[config.mk]
export PLATFORM = sky130hd
export DESIGN_NAME = uart_rx_cfg
export DESIGN_NICKNAME = d
export VERILOG_FILES = /design/src/rtl/uart_rx_cfg.sv
export SDC_FILE = /design/constraint.sdc
export NUM_CORES = 1
export LEC_CHECK = 0
export BUFFER_PORTS_ARGS = -buffer_cell sky130_fd_sc_hd__buf_2
export CORE_MARGIN = 2
export CORE_UTILIZATION = 50
export CTS_CLUSTER_DIAMETER = 150
export CTS_CLUSTER_SIZE = 25
export DETAILED_ROUTE_END_ITERATION = 6
export GPL_TIMING_DRIVEN = 0
export PLACE_DENSITY = 0.76
export RECOVER_POWER = 50
export SLEW_MARGIN = 20
export SYNTH_ARGS = -nofsm -noshare
export SYNTH_HDL_FRONTEND = slang
export SYNTH_SLANG_ARGS = --single-unit
export TNS_END_PERCENT = 20
[constraint.sdc]
create_clock -name clk -period 2.53 [get_ports clk]
set_clock_uncertainty 0.1 [all_clocks]
set_input_delay 0.253 -clock clk [delete_from_list [all_inputs] [get_ports clk]]
set_output_delay 0.253 -clock clk [all_outputs]
set_load 0.01 [all_outputs]
[src/rtl/uart_rx_cfg.sv]
// Configurable UART receiver: 3-sample majority vote per bit, false-start rejection,
// parity/framing/break flags and a one-entry valid/ready output buffer with overrun pulse.
module uart_rx_cfg #(
    parameter int DBIT       = 8,
    parameter int OVERSAMPLE = 16,
    parameter int PARITY_EN  = 0,
    parameter int PARITY_ODD = 0,
    parameter int STOP_BITS  = 1
) (
    input  logic            clk,
    input  logic            rst,
    input  logic            rx,
    input  logic            s_tick,
    input  logic            rx_ready,
    output logic            rx_valid,
    output logic [DBIT-1:0] rx_data,
    output logic            parity_err,
    output logic            frame_err,
    output logic            break_det,
    output logic            overrun
);

    localparam int             SW          = $clog2(OVERSAMPLE);
    localparam int             M           = OVERSAMPLE / 2;
    localparam logic [SW-1:0]  S_V0        = SW'(M - 1);
    localparam logic [SW-1:0]  S_V1        = SW'(M);
    localparam logic [SW-1:0]  S_V2        = SW'(M + 1);
    localparam logic [SW-1:0]  S_LAST      = SW'(OVERSAMPLE - 1);
    localparam logic [3:0]     N_DATA_LAST = 4'(DBIT - 1);
    localparam logic [3:0]     N_STOP_LAST = 4'(STOP_BITS - 1);
    localparam logic           PEN         = (PARITY_EN != 0);
    localparam logic           PODD        = (PARITY_ODD != 0);

    typedef enum logic [2:0] {IDLE, START, DATA, PARITY, STOP, BRK_WAIT} state_t;

    state_t            state_reg, state_next;
    logic              rx_meta_reg, rx_s_reg;
    logic [SW-1:0]     s_reg, s_next;
    logic [3:0]        n_reg, n_next;
    logic [1:0]        samp_reg, samp_next;
    logic [DBIT-1:0]   shift_reg, shift_next;
    logic              par_reg, par_next;
    logic              stop_err_reg, stop_err_next;

    logic vote, vote_now, bit_end;
    logic done, done_perr, done_ferr, done_brk;

    // Third sample is the live synchronized line at s = M+1.
    assign vote     = (samp_reg[0] & samp_reg[1]) | (samp_reg[0] & rx_s_reg) | (samp_reg[1] & rx_s_reg);
    assign vote_now = s_tick && (s_reg == S_V2);
    assign bit_end  = s_tick && (s_reg == S_LAST);

    always_ff @(posedge clk or posedge rst) begin
        if (rst) begin
            rx_meta_reg  <= 1'b1;
            rx_s_reg     <= 1'b1;
            state_reg    <= IDLE;
            s_reg        <= '0;
            n_reg        <= '0;
            samp_reg     <= '0;
            shift_reg    <= '0;
            par_reg      <= 1'b0;
            stop_err_reg <= 1'b0;
        end else begin
            rx_meta_reg  <= rx;
            rx_s_reg     <= rx_meta_reg;
            state_reg    <= state_next;
            s_reg        <= s_next;
            n_reg        <= n_next;
            samp_reg     <= samp_next;
            shift_reg    <= shift_next;
            par_reg      <= par_next;
            stop_err_reg <= stop_err_next;
        end
    end

    always_comb begin
        state_next    = state_reg;
        s_next        = s_reg;
        n_next        = n_reg;
        samp_next     = samp_reg;
        shift_next    = shift_reg;
        par_next      = par_reg;
        stop_err_next = stop_err_reg;
        done          = 1'b0;
        done_ferr     = stop_err_reg | ~vote;
        done_brk      = (shift_reg == '0) && (!PEN || !par_reg) && !vote;
        done_perr     = PEN && (par_reg != (^shift_reg ^ PODD));

        if (s_tick && (state_reg inside {START, DATA, PARITY, STOP})) begin
            s_next = (s_reg == S_LAST) ? '0 : s_reg + 1'b1;
            if (s_reg == S_V0) samp_next[0] = rx_s_reg;
            if (s_reg == S_V1) samp_next[1] = rx_s_reg;
        end

        case (state_reg)
            IDLE: begin
                if (!rx_s_reg) begin
                    state_next    = START;
                    s_next        = '0;
                    n_next        = '0;
                    stop_err_next = 1'b0;
                end
            end
            START: begin
                if (vote_now && vote)
                    state_next = IDLE;
                else if (bit_end)
                    state_next = DATA;
            end
            DATA: begin
                if (vote_now)
                    shift_next = {vote, shift_reg[DBIT-1:1]};
                if (bit_end) begin
                    if (n_reg == N_DATA_LAST) begin
                        n_next     = '0;
                        state_next = PEN ? PARITY : STOP;
                    end else begin
                        n_next = n_reg + 4'd1;
                    end
                end
            end
            PARITY: begin
                if (vote_now)
                    par_next = vote;
                if (bit_end)
                    state_next = STOP;
            end
            STOP: begin
                // Finishing at mid-bit of the last stop leaves half a bit to catch the next start edge.
                if (vote_now) begin
                    if (n_reg == N_STOP_LAST) begin
                        done       = 1'b1;
                        state_next = done_brk ? BRK_WAIT : IDLE;
                    end else begin
                        stop_err_next = stop_err_reg | ~vote;
                    end
                end
                if (bit_end)
                    n_next = n_reg + 4'd1;
            end
            BRK_WAIT: begin
                if (rx_s_reg)
                    state_next = IDLE;
            end
            default: state_next = IDLE;
        endcase
    end

    always_ff @(posedge clk or posedge rst) begin
        if (rst) begin
            rx_valid   <= 1'b0;
            rx_data    <= '0;
            parity_err <= 1'b0;
            frame_err  <= 1'b0;
            break_det  <= 1'b0;
            overrun    <= 1'b0;
        end else begin
            overrun <= 1'b0;
            if (done) begin
                if (!rx_valid || rx_ready) begin
                    rx_valid   <= 1'b1;
                    rx_data    <= shift_reg;
                    parity_err <= done_perr;
                    frame_err  <= done_ferr;
                    break_det  <= done_brk;
                end else begin
                    overrun <= 1'b1;
                end
            end else if (rx_valid && rx_ready) begin
                rx_valid <= 1'b0;
            end
        end
    end

endmodule

# Yosys cells after proc, flatten, opt, wreduce, memory -nomap -nowiden
# Index checks and enable logic that the tools add are counted.
[word_totals]
word_cells = 100
reg_bits = 36
out_inout_bits = 13
input_bits = 5
[op_classes]
n_bitwise = 7
addsub = 2
n_eq_ne = 21
mux = 32
n_reduce_logical = 24
[ops]
columns = ["op", "count"]
rows = [
  ["$mux W4", 8],
  ["$mux W3", 10],
  ["$pmux W3 S6", 1],
  ["$ne A2 B2 Y1 const B", 7],
  ["$eq A4 B4 Y1 const B", 3],
  ["$pmux W4 S3", 1],
  ["$mux W1", 11],
  ["$reduce_and A2 Y1", 5],
  ["$add A4 B1 Y4 const B", 2],
  ["$eq A4 B3 Y1 const B", 2],
  ["$logic_not A8 Y1", 1],
  ["$reduce_and A4 Y1", 2],
  ["$reduce_and A8 Y1", 1],
  ["$eq A3 B2 Y1 const B", 2],
  ["$eq A3 B3 Y1 const B", 2],
  ["$logic_and A1 B1 Y1", 6],
  ["$ne A2 B1 Y1 const B", 3],
  ["$logic_not A4 Y1", 1],
  ["$reduce_bool A2 Y1", 2],
  ["$reduce_bool A4 Y1", 1],
  ["$and A1 B1 Y1", 3],
  ["$eq A3 B1 Y1 const B", 1],
  ["$logic_not A3 Y1", 1],
  ["$ne A3 B2 Y1 const B", 1],
  ["6 further kinds", 9],
]

# Longest topological paths before layout
[depth]
word_depth = 9
ltp_mapped = 7
ltp_nobuf = 6

# Worst setup path before layout
# Ideal clock, no wire load.
[synth_timing]
path_kind = "register to register"
from = "register s_reg[1]"
to = "register state_reg[2]"
synth_period_minus_slack_ps = 1879
arrival_time_ps = 1653
required_ps = 2304
setup_time_ps = 126
n_path_buf = 0
path_stages_with_launch = 7
setup_slack_ps = 651
cell_sequence = "dfrtp_1 > inv_1 > ha_1 > nand4b_4 > a211o_1 > or3_4 > a221o_1"
[synth_between]
elab_chain_cells = 5
word_cells_on_any_way = 12
cone_classes = "6 x eq/ne; 2 x mux; 4 x reduce/logical"
[synth_lines]
columns = ["item", "line", "text"]
rows = [
  ["start: declaration", "38", "logic [SW-1:0] s_reg, s_next;"],
  ["start signal: assignment", "68", "s_reg <= s_next;"],
  ["$eq A4 B4 Y1", "50", "assign vote_now = s_tick && (s_reg == S_V2);"],
  ["$logic_and A1 B1 Y1", "50", ""],
  ["$logic_and A1 B1 Y1", "106", "if (vote_now && vote)"],
  ["$ne A3 B2 Y1 (no line) / $mux W3 (equally long branches)", "n/a", ""],
  ["$reduce_and A8 Y1 (no line) / $pmux W3 S6 (equally long branches)", "n/a", ""],
  ["end signal: assignment", "67", "state_reg <= state_next;"],
  ["end: declaration", "36", "state_t state_reg, state_next;"],
]
# Parallel ways exist; a longest one is shown, timed or not.
# A chain may end at the register's enable or synchronous reset.

# Worst setup path after layout
[layout_timing]
from = "register state_reg[0]"
to = "register rx_data[7]"
[layout_between]
elab_chain_cells = 3
[layout_lines]
columns = ["item", "line", "text"]
rows = [
  ["$eq A3 B3 Y1", "96", "case (state_reg)"],
  ["$mux W1", "96", ""],
  ["$reduce_and A2 Y1 (no line)", "n/a", ""],
  ["end signal: assignment", "163", "rx_data <= shift_reg;"],
  ["end: declaration", "16", "output logic [DBIT-1:0] rx_data,"],
]
# No other way between the ends.

==> out/results.md <==
| Step | Item | Value |
|---|---|---|
| run status | Result of the run | complete, no violations |
| power | Switching Fraction | 34.1% |
| logic synthesis | Primary flip-flop cell chosen by synthesis mapping | dfrtp_1 |
| logic synthesis | Synthesized cell area | 0.00184 mm2 |
| logic synthesis | Register area share after synthesis | 49.1% |
| place | Post-Place Cell Area | 0.00198 mm2 |
| worst setup path | R2R cell count | 4 |
| worst setup path | CP Data Required Time | 2.60 ns |
| final layout | Final #Nets | 191 |
| place | Number of input and output port buffers inserted | 16 |
| hold path | Worst min-delay path class | input port to flip-flop |
| final layout | Area Growth Syn to Fin | 14.0% |
| logic synthesis | Fraction of synthesized cell area taken by the top area cell type | 46.3% |
| cts | Maximum buffer depth of the clock tree | 2 |
| power | Internal Pwr Total | 0.00127 W |
| power | Share of power burned in the clock network | 25.8% |
| logic synthesis | Post-synthesis cell type count | 50 |
| power | Worst ir drop on vdd | 0.514 mV |
| routing | Average wire per cell in the routed design | 14.7 um |
| place | Routability cong. | 0.866 |
| cts | Number of buffers created by CTS | 5 |
| final layout | Final design area excluding fillers | 0.00209 mm2 |
| sta | Setup TNS after final layout | 0 ns |
| routing | Via density per instance | 5.46 |
| worst setup path | Worst EP arrival | 2.17 ns |
| power | Total power consumption of the routed design | 0.00193 W |
| power | Leakage Power | 1.03 nW |
| logic synthesis | Synth async-reset ratio | 100% |
| logic synthesis | Cell type contributing the most total cell area after synthesis | dfrtp_1 |
| die | Number of top-level pins | 18 |
| logic synthesis | Gate Count Post-Synth | 157 |
| sta | Pin slew with the least headroom to its limit | 1.29 ns |
| logic synthesis | Warning count from the yosys run | 0 |
| power | Switching Power | 0.000657 W |
| sta | Post-layout min period | 2.09 ns |
| final layout | Antenna cell count | 0 |
| die | Width of the die | 64.6 um |
| die | Area of the die | 0.00418 mm2 |
| logic synthesis | Net count after synthesis | 167 |
| logic synthesis | Number of flops mapped to enable cells by yosys | 0 |
| grt | Grt ovf | 0 |
| grt | Via count of the first global-routing pass | 1251 |
| cts | Insertion delay of the later-clocked pin in the worst-skew pair | 0.29 ns |
| run | Max cap viols | 0 |
| sta | Unrepaired setup endpoints after global routing | false |
| worst setup path | Crit-path max FO | 10 |
| routing | First DRT Iteration DRCs | 56 |
| routing | Total DRC errors in the routed layout | 0 |
| grt | Global-route wire length before repair | 5820 um |
| cts | TritonCTS clock tree | done |
| sta | Hold slack final | 0.151 ns |
| worst setup path | Launching element type of the critical path | flip-flop |
| sta | Final count of hold timing violations | 0 |
| die | Std-Cell Core Area | 0.00361 mm2 |
| final layout | Filler Cells Inserted | 299 |
| final layout | Share of the core filled with cells in the final layout | 58.1% |
| final layout | Total area of multi-input combinational cells | 838 um2 |
| die | Initial Util | 51.0% |
| final layout | Combined flip-flop and latch cell area | 903 um2 |
| logic synthesis | Average instance area after synthesis | 11.7 um2 |
| routing | Wire length after detailed routing | 3380 um |
| logic synthesis | Register bit count reported by yosys | 36 |
| die | Die height | 64.6 um |
| final layout | Fraction of layout cells with a size suffix above 1 | 31.9% |
| cts | Resized Gates After CTS | 0 |
| logic synthesis | Top-count cell post-synth | dfrtp_1 |
| power | Share of power burned in combinational logic | 34.6% |
| sta | Period utilization | 82.7% |
| grt | All-layer global routing usage | 18.6% |
| logic synthesis | Synth top cells by count | dfrtp_1, mux2_2, nand2_1, nor2_1, inv_1 |
| worst setup path | Critical path endpoint category | flip-flop |
| cts | Clk Tree Root Cell | clkbuf_8 |
| routing | Total number of vias | 1256 |
| grt | Initial antenna violation count | 0 |
| place | Total half-perimeter wirelength after legalization and detailed placement | 2450 um |
| routing | First-pass iteration count of the detailed router | 4 |
| worst setup path | Critical Setup Path Class | flip-flop to flip-flop |
| grt | Maximum number of pins on one net before global-route repair | 37 |
| sta | Relative slew slack | 14.1% |
| sta | Setup-failing EPs final | 0 |
| cts | Clock-pin transition on the worst setup and hold timing paths | 0.07 ns |
| routing | Remaining antenna violation count | 0 |
| power | Share of total power in sequential cells | 39.6% |
| cts | CTS HTree Levels | 2 |
| hold path | Number of cells on the worst hold path | 3 |
| die | Cell Rows | 22 |
| sta | Maximum operating frequency | 0.478 GHz |
| cts | Count of clock tree sinks | 36 |
| power | Power density relative to cell area | 920 mW/mm2 |
| sta | Number of max-slew violations in the final report | 0 |
| logic synthesis | Biggest area contributors in the synthesized netlist | dfrtp_1, mux2_2, ha_1 |
-- critical path, cell delays in order (launching register included) --
cell and delay (ns):
dfrtp_1 0.43, nor3b_1 0.59, nand4_1 0.26, buf_2 0.27, mux2_1 0.32
-- final cells by class --
class	instances	area share (%)
sequential	36	43.1
clock buffer	5	3.29
tap	48	2.87
buffer	8	3.17
timing repair buffer	17	4.06
clock inverter	3	2.03
inverter	8	1.43
multi-input combinational	105	40.0
-- logic make-up (layout without fill, tap and decap cells) --
group                      after synthesis  after routing  share of synthesized area [%]
AOI/OAI and AO/OA                       21             21                           8.99
xor gates and xnor gates                 2              2                          0.953
other                                    1              1                          0.204
adders and majority gates                6              6                           3.95
buffers and inverters                   16             41                           5.24
and+or+nand+nor                         54             54                           18.9
DFF                                     36             36                           49.1
muxes                                   21             21                           12.7
-- what timing repair did --
item	CTS	global route
hold buffers	1	0
endpoints found under the hold margin	1	0
buffers inserted	0	0
-- stage by stage --
| stage | cells | setup slack (ns) |
|---|---|---|
| final | 230 | 0.438 |
| after global routing | 230 | 0.326 |
| after CTS | 230 | 0.459 |
| after detailed placement | 221 | 0.487 |
| after global placement | 221 | 0.497 |
| after floorplan | 157 | 0.651 |
-- path summary, 6_finish.rpt --
kind	end	slack [ns]	startpoint
worst min-delay path	overrun	0.15	rx_ready
worst max-delay path	rx_data[7]	0.44	state_reg[0]
max in group asynchronous	shift_reg[7]	1.35	rst
worst min register to register	rx_s_reg	0.26	rx_meta_reg
worst max register to register	rx_data[7]	0.44	state_reg[0]
min in group asynchronous	rx_data[2]	0.21	rst
-- metal layers --
metal,vias to the layer above,GRT usage [%],wire length [um]
met5,-,0,0
met4,0,9.31,74
met3,9,5.21,112
met2,20,30.1,1700
met1,610,23.0,1490
li1,617,-,-
-- layout by cell type (no fill, tap or decap), types with 3 or more instances in the layout --
master / count
clkbuf_8: 5
nand2_1: 10
nor2_1: 10
mux2_2: 16
nand3_1: 4
nor3b_1: 3
or4_1: 3
buf_2: 14
o21ai_0: 4
inv_1: 8
nand4_1: 4
clkbuf_1: 4
buf_4: 3
dfrtp_1: 34
a21oi_1: 3
mux2i_1: 3
buf_6: 3
ha_1: 5
-- power groups by stage --
| stage | Clock, W | Sequential [W] | Combinational [W] |
|---|---|---|---|
| 6_report | 0.000497 | 0.000763 | 0.000668 |
| 5_1_grt | 0.000539 | 0.000779 | 0.000738 |
| 4_1_cts | 0.000509 | 0.000762 | 0.000673 |
| 3_5_place_dp | 0 | 0.000772 | 0.000665 |
| 3_3_place_gp | 0 | 0.000761 | 0.000634 |
| 2_1_floorplan | 0 | 0.000747 | 0.000548 |
Power figures use the tool's default switching activity.
